`src/rtl/fwd_scoreboard_pkg.sv`:
```
// cpuDefine: shared types for the integer pipeline forwarding/hazard logic.
//   Gr         - architectural register number
//   DType      - default datapath word
//   StallCause - encoding of the registered stall reason
//   ZERO_REG   - hard-wired zero register
//   reg_hit()  - writer-to-reader register match (r0 never matches)
package cpuDefine;

  localparam int XLEN_DEF = 32;

  typedef logic [4:0]          Gr;
  typedef logic [XLEN_DEF-1:0] DType;

  typedef enum logic [1:0] {
    IDLE     = 2'd0,
    LOAD_USE = 2'd1,
    LONG_RAW = 2'd2,
    WAW      = 2'd3
  } StallCause;

  localparam Gr ZERO_REG = 5'd0;

  function automatic logic reg_hit(input logic we, input Gr wr, input Gr rd);
    return we && (wr != ZERO_REG) && (wr == rd);
  endfunction

endpackage

```
`src/rtl/fwd_scoreboard_if.sv`:
```
// fwd_scoreboard_if: ID read ports, pipeline writers, long-latency bus and
// resolved forwarding/stall outputs.
//   master - pipeline side (drives read ports and writers, sees results)
//   slave  - fwd_scoreboard side
interface fwd_scoreboard_if #(
  parameter int NRD  = 3,
  parameter int XLEN = 32
);
  import cpuDefine::*;

  logic [NRD-1:0]           rd_use;
  Gr    [NRD-1:0]           rd_no;
  logic [NRD-1:0][XLEN-1:0] rd_rf;
  logic                     id_wr_en;
  Gr                        id_wr_no;
  logic                     mem_we;
  Gr                        mem_rd;
  logic [XLEN-1:0]          mem_data;
  logic                     mem_is_load;
  logic                     wb_we;
  Gr                        wb_rd;
  logic [XLEN-1:0]          wb_data;
  logic                     lr_issue;
  Gr                        lr_issue_rd;
  logic                     lr_done;
  Gr                        lr_done_rd;
  logic [XLEN-1:0]          lr_done_data;
  logic                     lr_kill;
  logic [NRD-1:0][XLEN-1:0] fwd_data;
  logic                     stall;
  StallCause                stall_cause;

  modport master (
    output rd_use, rd_no, rd_rf, id_wr_en, id_wr_no,
           mem_we, mem_rd, mem_data, mem_is_load,
           wb_we, wb_rd, wb_data,
           lr_issue, lr_issue_rd, lr_done, lr_done_rd, lr_done_data, lr_kill,
    input  fwd_data, stall, stall_cause
  );

  modport slave (
    input  rd_use, rd_no, rd_rf, id_wr_en, id_wr_no,
           mem_we, mem_rd, mem_data, mem_is_load,
           wb_we, wb_rd, wb_data,
           lr_issue, lr_issue_rd, lr_done, lr_done_rd, lr_done_data, lr_kill,
    output fwd_data, stall, stall_cause
  );

endinterface

```
`src/rtl/fwd_scoreboard_port_mux.sv`:
```
// fwd_port_mux: one ID read port. Priority select MEM > WB > long-latency
// completion > register file, plus this port's load-use and long-RAW flags.
//   rd_use/rd_no/rd_rf     - read port request and register-file data
//   mem_*/wb_*/lr_done_*   - candidate forwarding sources
//   rd_pending             - scoreboard bit for rd_no
//   fwd_data               - resolved operand
//   load_use/long_raw      - hazard flags for this port
module fwd_port_mux
  import cpuDefine::*;
#(
  parameter int XLEN = 32
) (
  input  logic            rd_use,
  input  Gr               rd_no,
  input  logic [XLEN-1:0] rd_rf,
  input  logic            mem_we,
  input  Gr               mem_rd,
  input  logic [XLEN-1:0] mem_data,
  input  logic            mem_is_load,
  input  logic            wb_we,
  input  Gr               wb_rd,
  input  logic [XLEN-1:0] wb_data,
  input  logic            lr_done,
  input  Gr               lr_done_rd,
  input  logic [XLEN-1:0] lr_done_data,
  input  logic            rd_pending,
  output logic [XLEN-1:0] fwd_data,
  output logic            load_use,
  output logic            long_raw
);

  always_comb begin
    fwd_data = rd_rf;
    if (rd_no == ZERO_REG)
      fwd_data = '0;
    else if (reg_hit(mem_we && !mem_is_load, mem_rd, rd_no))
      fwd_data = mem_data;
    else if (reg_hit(wb_we, wb_rd, rd_no))
      fwd_data = wb_data;
    else if (reg_hit(lr_done, lr_done_rd, rd_no))
      fwd_data = lr_done_data;
  end

  assign load_use = rd_use && reg_hit(mem_we && mem_is_load, mem_rd, rd_no);
  // A completion returning this register is forwarded, so it does not stall.
  assign long_raw = rd_use && rd_pending && !reg_hit(lr_done, lr_done_rd, rd_no);

endmodule

```
`src/rtl/fwd_scoreboard.sv`:
```
// fwd_scoreboard: operand forwarding and hazard unit for NRD ID read ports.
// Holds the long-latency pending scoreboard, WAW check and stall-cause FSM.
//   clk, reset  - clock, asynchronous active-high reset
//   bus         - fwd_scoreboard_if slave (read ports, writers, results)
//   stall_cycles- saturating count of stalled cycles (only when
//                 FWD_PERF_CNT_EN is defined)
module fwd_scoreboard
  import cpuDefine::*;
#(
  parameter int NRD  = 3,
  parameter int XLEN = 32,
  parameter int NREG = 32
) (
  input  logic               clk,
  input  logic               reset,
  fwd_scoreboard_if.slave    bus
`ifdef FWD_PERF_CNT_EN
  ,
  output logic [31:0]        stall_cycles
`endif
);

  logic [NREG-1:0]          pending;
  logic [NREG-1:0]          pending_nxt;
  logic [NRD-1:0]           load_use_v;
  logic [NRD-1:0]           long_raw_v;
  logic [NRD-1:0][XLEN-1:0] fwd_v;
  logic                     waw;
  logic                     stall;
  StallCause                cause_q;

  for (genvar k = 0; k < NRD; k++) begin : g_port
    fwd_port_mux #(.XLEN(XLEN)) u_port (
      .rd_use      (bus.rd_use[k]),
      .rd_no       (bus.rd_no[k]),
      .rd_rf       (bus.rd_rf[k]),
      .mem_we      (bus.mem_we),
      .mem_rd      (bus.mem_rd),
      .mem_data    (bus.mem_data),
      .mem_is_load (bus.mem_is_load),
      .wb_we       (bus.wb_we),
      .wb_rd       (bus.wb_rd),
      .wb_data     (bus.wb_data),
      .lr_done     (bus.lr_done),
      .lr_done_rd  (bus.lr_done_rd),
      .lr_done_data(bus.lr_done_data),
      .rd_pending  (pending[bus.rd_no[k]]),
      .fwd_data    (fwd_v[k]),
      .load_use    (load_use_v[k]),
      .long_raw    (long_raw_v[k])
    );
  end

  // Ordering gives set-over-clear and kill-over-everything.
  always_comb begin
    pending_nxt = pending;
    if (bus.lr_done)
      pending_nxt[bus.lr_done_rd] = 1'b0;
    if (bus.lr_issue && bus.lr_issue_rd != ZERO_REG)
      pending_nxt[bus.lr_issue_rd] = 1'b1;
    if (bus.lr_kill)
      pending_nxt = '0;
    pending_nxt[ZERO_REG] = 1'b0;
  end

  always_ff @(posedge clk or posedge reset) begin
    if (reset) pending <= '0;
    else       pending <= pending_nxt;
  end

  assign waw   = bus.id_wr_en && pending[bus.id_wr_no]
                 && !reg_hit(bus.lr_done, bus.lr_done_rd, bus.id_wr_no);
  assign stall = (|load_use_v) || (|long_raw_v) || waw;

  always_ff @(posedge clk or posedge reset) begin
    if (reset)              cause_q <= IDLE;
    else if (|load_use_v)   cause_q <= LOAD_USE;
    else if (|long_raw_v)   cause_q <= LONG_RAW;
    else if (waw)           cause_q <= WAW;
    else                    cause_q <= IDLE;
  end

  assign bus.fwd_data    = fwd_v;
  assign bus.stall       = stall;
  assign bus.stall_cause = cause_q;

`ifdef FWD_PERF_CNT_EN
  always_ff @(posedge clk or posedge reset) begin
    if (reset)
      stall_cycles <= '0;
    else if (stall && stall_cycles != '1)
      stall_cycles <= stall_cycles + 32'd1;
  end
`endif

endmodule

```
`src/flat_wrapper.sv`:
```
// flat-port wrapper written by rule: the top's interface ports become plain ports
module fwd_scoreboard_flat import cpuDefine::*;
#(
  parameter int NRD  = 3,
  parameter int XLEN = 32,
  parameter int NREG = 32
)
  (clk, reset, bus_rd_use, bus_rd_no, bus_rd_rf, bus_id_wr_en, bus_id_wr_no, bus_mem_we, bus_mem_rd, bus_mem_data, bus_mem_is_load, bus_wb_we, bus_wb_rd, bus_wb_data, bus_lr_issue, bus_lr_issue_rd, bus_lr_done, bus_lr_done_rd, bus_lr_done_data, bus_lr_kill, bus_fwd_data, bus_stall, bus_stall_cause);
  fwd_scoreboard_if #(.NRD(NRD), .XLEN(XLEN)) bus_i ();
  input  logic clk;
  input  logic reset;
  input wire logic [$bits(bus_i.rd_use)-1:0] bus_rd_use;
  input wire logic [$bits(bus_i.rd_no)-1:0] bus_rd_no;
  input wire logic [$bits(bus_i.rd_rf)-1:0] bus_rd_rf;
  input wire logic [$bits(bus_i.id_wr_en)-1:0] bus_id_wr_en;
  input wire logic [$bits(bus_i.id_wr_no)-1:0] bus_id_wr_no;
  input wire logic [$bits(bus_i.mem_we)-1:0] bus_mem_we;
  input wire logic [$bits(bus_i.mem_rd)-1:0] bus_mem_rd;
  input wire logic [$bits(bus_i.mem_data)-1:0] bus_mem_data;
  input wire logic [$bits(bus_i.mem_is_load)-1:0] bus_mem_is_load;
  input wire logic [$bits(bus_i.wb_we)-1:0] bus_wb_we;
  input wire logic [$bits(bus_i.wb_rd)-1:0] bus_wb_rd;
  input wire logic [$bits(bus_i.wb_data)-1:0] bus_wb_data;
  input wire logic [$bits(bus_i.lr_issue)-1:0] bus_lr_issue;
  input wire logic [$bits(bus_i.lr_issue_rd)-1:0] bus_lr_issue_rd;
  input wire logic [$bits(bus_i.lr_done)-1:0] bus_lr_done;
  input wire logic [$bits(bus_i.lr_done_rd)-1:0] bus_lr_done_rd;
  input wire logic [$bits(bus_i.lr_done_data)-1:0] bus_lr_done_data;
  input wire logic [$bits(bus_i.lr_kill)-1:0] bus_lr_kill;
  output wire logic [$bits(bus_i.fwd_data)-1:0] bus_fwd_data;
  output wire logic [$bits(bus_i.stall)-1:0] bus_stall;
  output wire logic [$bits(bus_i.stall_cause)-1:0] bus_stall_cause;
  assign bus_i.rd_use = bus_rd_use;
  assign bus_i.rd_no = bus_rd_no;
  assign bus_i.rd_rf = bus_rd_rf;
  assign bus_i.id_wr_en = bus_id_wr_en;
  assign bus_i.id_wr_no = bus_id_wr_no;
  assign bus_i.mem_we = bus_mem_we;
  assign bus_i.mem_rd = bus_mem_rd;
  assign bus_i.mem_data = bus_mem_data;
  assign bus_i.mem_is_load = bus_mem_is_load;
  assign bus_i.wb_we = bus_wb_we;
  assign bus_i.wb_rd = bus_wb_rd;
  assign bus_i.wb_data = bus_wb_data;
  assign bus_i.lr_issue = bus_lr_issue;
  assign bus_i.lr_issue_rd = bus_lr_issue_rd;
  assign bus_i.lr_done = bus_lr_done;
  assign bus_i.lr_done_rd = bus_lr_done_rd;
  assign bus_i.lr_done_data = bus_lr_done_data;
  assign bus_i.lr_kill = bus_lr_kill;
  assign bus_fwd_data = bus_i.fwd_data;
  assign bus_stall = bus_i.stall;
  assign bus_stall_cause = bus_i.stall_cause;
  fwd_scoreboard #(.NRD(NRD), .XLEN(XLEN), .NREG(NREG)) u_core (.clk(clk), .reset(reset), .bus(bus_i));
endmodule
```
`config.mk`:
```
export PLATFORM = sky130hd
export DESIGN_NAME = fwd_scoreboard_flat
export DESIGN_NICKNAME = d
export VERILOG_FILES = /design/src/rtl/fwd_scoreboard_pkg.sv /design/src/rtl/fwd_scoreboard_if.sv /design/src/rtl/fwd_scoreboard_port_mux.sv /design/src/rtl/fwd_scoreboard.sv /design/src/flat_wrapper.sv
export SDC_FILE = /design/constraint.sdc
export NUM_CORES = 1
export LEC_CHECK = 0
export ABC_AREA = 1
export CAP_MARGIN = 30
export CORE_ASPECT_RATIO = 0.5
export CORE_MARGIN = 3
export CORE_UTILIZATION = 42
export CTS_CLUSTER_DIAMETER = 50
export DETAILED_ROUTE_END_ITERATION = 10
export GPL_TIMING_DRIVEN = 0
export HOLD_SLACK_MARGIN = 0.1
export PLACE_DENSITY = 0.73
export SKIP_CTS_REPAIR_TIMING = 1
export SLEW_MARGIN = 10
export SYNTH_ARGS = -nofsm -noshare
export SYNTH_HDL_FRONTEND = slang
export SYNTH_HIERARCHICAL = 1
export SYNTH_SLANG_ARGS = --single-unit
```
`constraint.sdc`:
```
create_clock -name clk -period 2 [get_ports clk]
set_input_delay 0.2 -clock clk [delete_from_list [all_inputs] [get_ports clk]]
set_output_delay 0.2 -clock clk [all_outputs]
set_load 0.02 [all_outputs]
```
==> flow_summary.rst <==
.. list-table::
   :header-rows: 1

   * - Metric
     - Value
   * - Nets
     - 2282
   * - Die boundary height
     - 114 um
   * - Vias in the first global route
     - 11600
   * - Post-Synth Simple-Gate Area
     - 35.5%
   * - Data required time at the worst endpoint
     - 1.80 ns
   * - Effective utilization at floorplan
     - 44.0%
   * - Sequential cell area
     - 828 sq um
   * - Post-synthesis register bit count
     - 33
   * - Quantity of I/O buffers inserted on ports
     - 341
   * - 1st-pass router iterations
     - 5
   * - Total I/O pin count
     - 343
   * - Overflow left after global routing
     - 0
   * - Peak supply drop
     - 0.823 mV
   * - Mux contribution to synthesized area
     - 0%
   * - Mapped Nets
     - 1908
   * - Kind of start point of the critical path
     - flip-flop
   * - Upper clock frequency limit
     - 0.452 GHz
   * - Synth Warn #
     - 6
   * - Number of vias per cell
     - 5.55
   * - Horizontal extent of the die
     - 222 um
   * - Area overhead of the layout relative to synthesis
     - 43.6%
   * - Mean instance size in the synthesized netlist
     - 5.91 sq um
   * - Crit path DAT
     - 2.01 ns
   * - Initial antenna violation count
     - 3
   * - Endpoint class of the critical path
     - output pin
   * - Number of buffers created by CTS
     - 5
   * - Cell at the root of the clock tree
     - clkbuf_16
   * - Number of setup violations in the final report
     - 1
   * - Outcome
     - finished with violations
   * - Overall global routing resource usage
     - 33.0%
   * - Number of pins with negative max-slew slack in the final report
     - 0
   * - TritonCTS clock tree
     - done
   * - Netlist cell types
     - 33
   * - Adder and majority cell fraction of the synthesized area
     - 0%
   * - Compound-cell area share of the yosys netlist
     - 33.3%
   * - Area share of xor/xnor cells in the synthesized design
     - 1.83%
   * - Clk_lat worst skew
     - 0.28 ns
   * - Fillcell total
     - 2164
   * - Proportion of layout cells with a drive suffix above 1
     - 23.2%
   * - Vias after detailed routing
     - 13000
   * - Failing checks
     - setup timing
   * - Post-Layout Cell Count
     - 2342
   * - Average wire length per cell after detail routing
     - 19.5 um
   * - CP Class
     - flip-flop to output pin
   * - Level count of the clock H-tree
     - 2
   * - Unrepaired setup endpoints after global routing
     - yes
   * - Clock transition at path regs
     - 0.06 ns
   * - Class of the tightest hold or removal check
     - input port to asynchronous set/reset pin
   * - Wire length of the first global-routing pass
     - 67.0 mm
   * - Leakage
     - 0.00695 uW
   * - Clock Sink Count
     - 33
   * - R2r setup slk
     - 0.23 ns
   * - Proportion of synthesized chip area in sequential cells
     - 8.39%
   * - First DRT Iteration DRCs
     - 1731
   * - Power per cell area
     - 318 nW/um^2
   * - Final critical-path share of the clock period
     - 111%
   * - Routed wire length
     - 45.6 mm
   * - Half-perimeter wire length of the detailed placement result
     - 35.3 mm
   * - Cell area after synthesis
     - 9840 sq um
   * - Maximum number of pins on one net before global-route repair
     - 34
   * - Gp weighted congestion
     - 0.992
   * - Least setup slack across all paths after layout
     - -0.212 ns
   * - Post-route minimum period
     - 2.21 ns
   * - Main combinational cell family by area after synthesis
     - simple AND/OR/NAND/NOR gates
   * - Synth Instances
     - 1664
   * - Core Area
     - 22300 sq um
   * - Slew of the pin with the lowest slew margin
     - 0.902 ns
   * - Count of antenna-violating nets left after detailed routing
     - 0
   * - Die area
     - 25400 sq um
   * - Post-route worst hold slack
     - 0.366 ns
   * - Placed cell count
     - 2306
   * - Max_slew headroom
     - 39.4%
   * - Total number of placement rows
     - 38
   * - Footprint of the multi-input gates
     - 7100 sq um
   * - Clk buf depth
     - 2
   * - CP Max Fanout
     - 4
   * - Final count of hold timing violations
     - 0
   * - DR DRC count
     - 0
   * - Max-cap check violation count
     - 0
   * - Worst Skew
     - 0.00419 ns
==> critical path: stages, from the launching register on <==
cell	delay, ns
dfrtp_1	0.39
inv_2	0.13
o21ai_1	0.08
a21oi_1	0.12
o21ai_1	0.08
nand3_1	0.08
nand2_1	0.05
nand2_1	0.05
nand2_1	0.05
nand2_2	0.08
a21oi_2	0.04
nor3_2	0.17
buf_4	0.17
nand3_2	0.08
buf_6	0.15
==> logic make-up after synthesis <==
logic type	after synthesis
AO/OA/AOI/OAI	472
buffers and inverters	410
XOR/XNOR	18
flip-flops	33
AND/OR/NAND/NOR	731
==> metal layers <==
| layer | track usage [%] | wire, um | up-vias |
|---|---|---|---|
| met4 | 9.31 | 1420 | 0 |
| met2 | 54.9 | 21000 | 744 |
| met1 | 44.5 | 18800 | 5889 |
| met5 | 0 | 0 | - |
| met3 | 5.20 | 4410 | 96 |
| li1 | - | - | 6262 |
==> path summary, 6_finish.rpt <==
check,startpoint,end,cells after the start
max in group asynchronous,reset,u_core/pending[5]$_DFF_PP0_,2
worst min-delay path,reset,u_core/pending[23]$_DFF_PP0_,2
worst min register to register,u_core/pending[26]$_DFF_PP0_,u_core/pending[26]$_DFF_PP0_,2
worst max register to register,u_core/pending[12]$_DFF_PP0_,u_core/bus.stall_cause[0]$_DFF_PP0_,12
worst max-delay path,u_core/pending[21]$_DFF_PP0_,bus_stall,14
min in group clk,bus_lr_done_rd[2],u_core/pending[7]$_DFF_PP0_,4
==> metrics by stage <==
step | TNS, ns | utilization, % | instance area, sq um | power [uW] | setup WS [ns]
4_1_cts | -104.37 | 61.8 | 13800 | 4440 | -1.51
3_5_place_dp | -105.89 | 61.0 | 13600 | 3550 | -1.53
6_report | -0.212 | 63.2 | 14100 | 4490 | -0.212
3_3_place_gp | -103.38 | 61.0 | 13600 | 3540 | -1.52
5_1_grt | -0.421 | 63.2 | 14100 | 4720 | -0.338
2_1_floorplan | 0 | - | 9840 | 2190 | 0.302
==> layout by cell type, fill, tap and decap left out, drive strengths merged, types with 19 or more instances in the layout <==
cell type / n
clkbuf: 98
o21bai: 96
inv: 300
o21ai: 190
clkdlybuf4s50: 210
a21oi: 168
nand3: 349
dlymetal6s2s: 40
buf: 131
nor2: 58
dfrtp: 33
nand2: 295
nor3: 19
==> Yosys cell counts, drive strengths merged <==
library cell | count | area, sq um
nor3 | 19 | 95.1
buf | 91 | 856
clkbuf | 16 | 71.3
nand3 | 349 | 1830
o21ai | 190 | 962
o211ai | 18 | 135
a21oi | 168 | 1230
dfrtp | 33 | 826
nor2 | 58 | 285
nand4 | 6 | 37.5
xnor2 | 18 | 180
nand2 | 295 | 1220
o21bai | 96 | 946
nand3b | 4 | 30.0
clkinv | 3 | 11.3
inv | 300 | 1130
==> power breakdown <==
group	switching [uW]	internal [uW]	leakage, uW
Sequential	15.1	681	0.000453
Clock	298	589	0.0000800
Combinational	1640	1270	0.00641
==> layout make-up <==
type | count | area share [%]
timing repair buffer | 368 | 24.5
buffer | 106 | 7.29
multi-input combinational | 1221 | 50.3
clock inverter | 3 | 0.328
inverter | 303 | 8.14
tap | 300 | 2.66
sequential | 33 | 5.86
antenna | 3 | 0.0531
clock buffer | 5 | 0.886
==> state kept, by name, summed over array words and instances, names as in the netlist <==
signal                  count
u_core/bus.stall_cause      2
u_core/pending             31
Power figures use the tool's default switching activity.
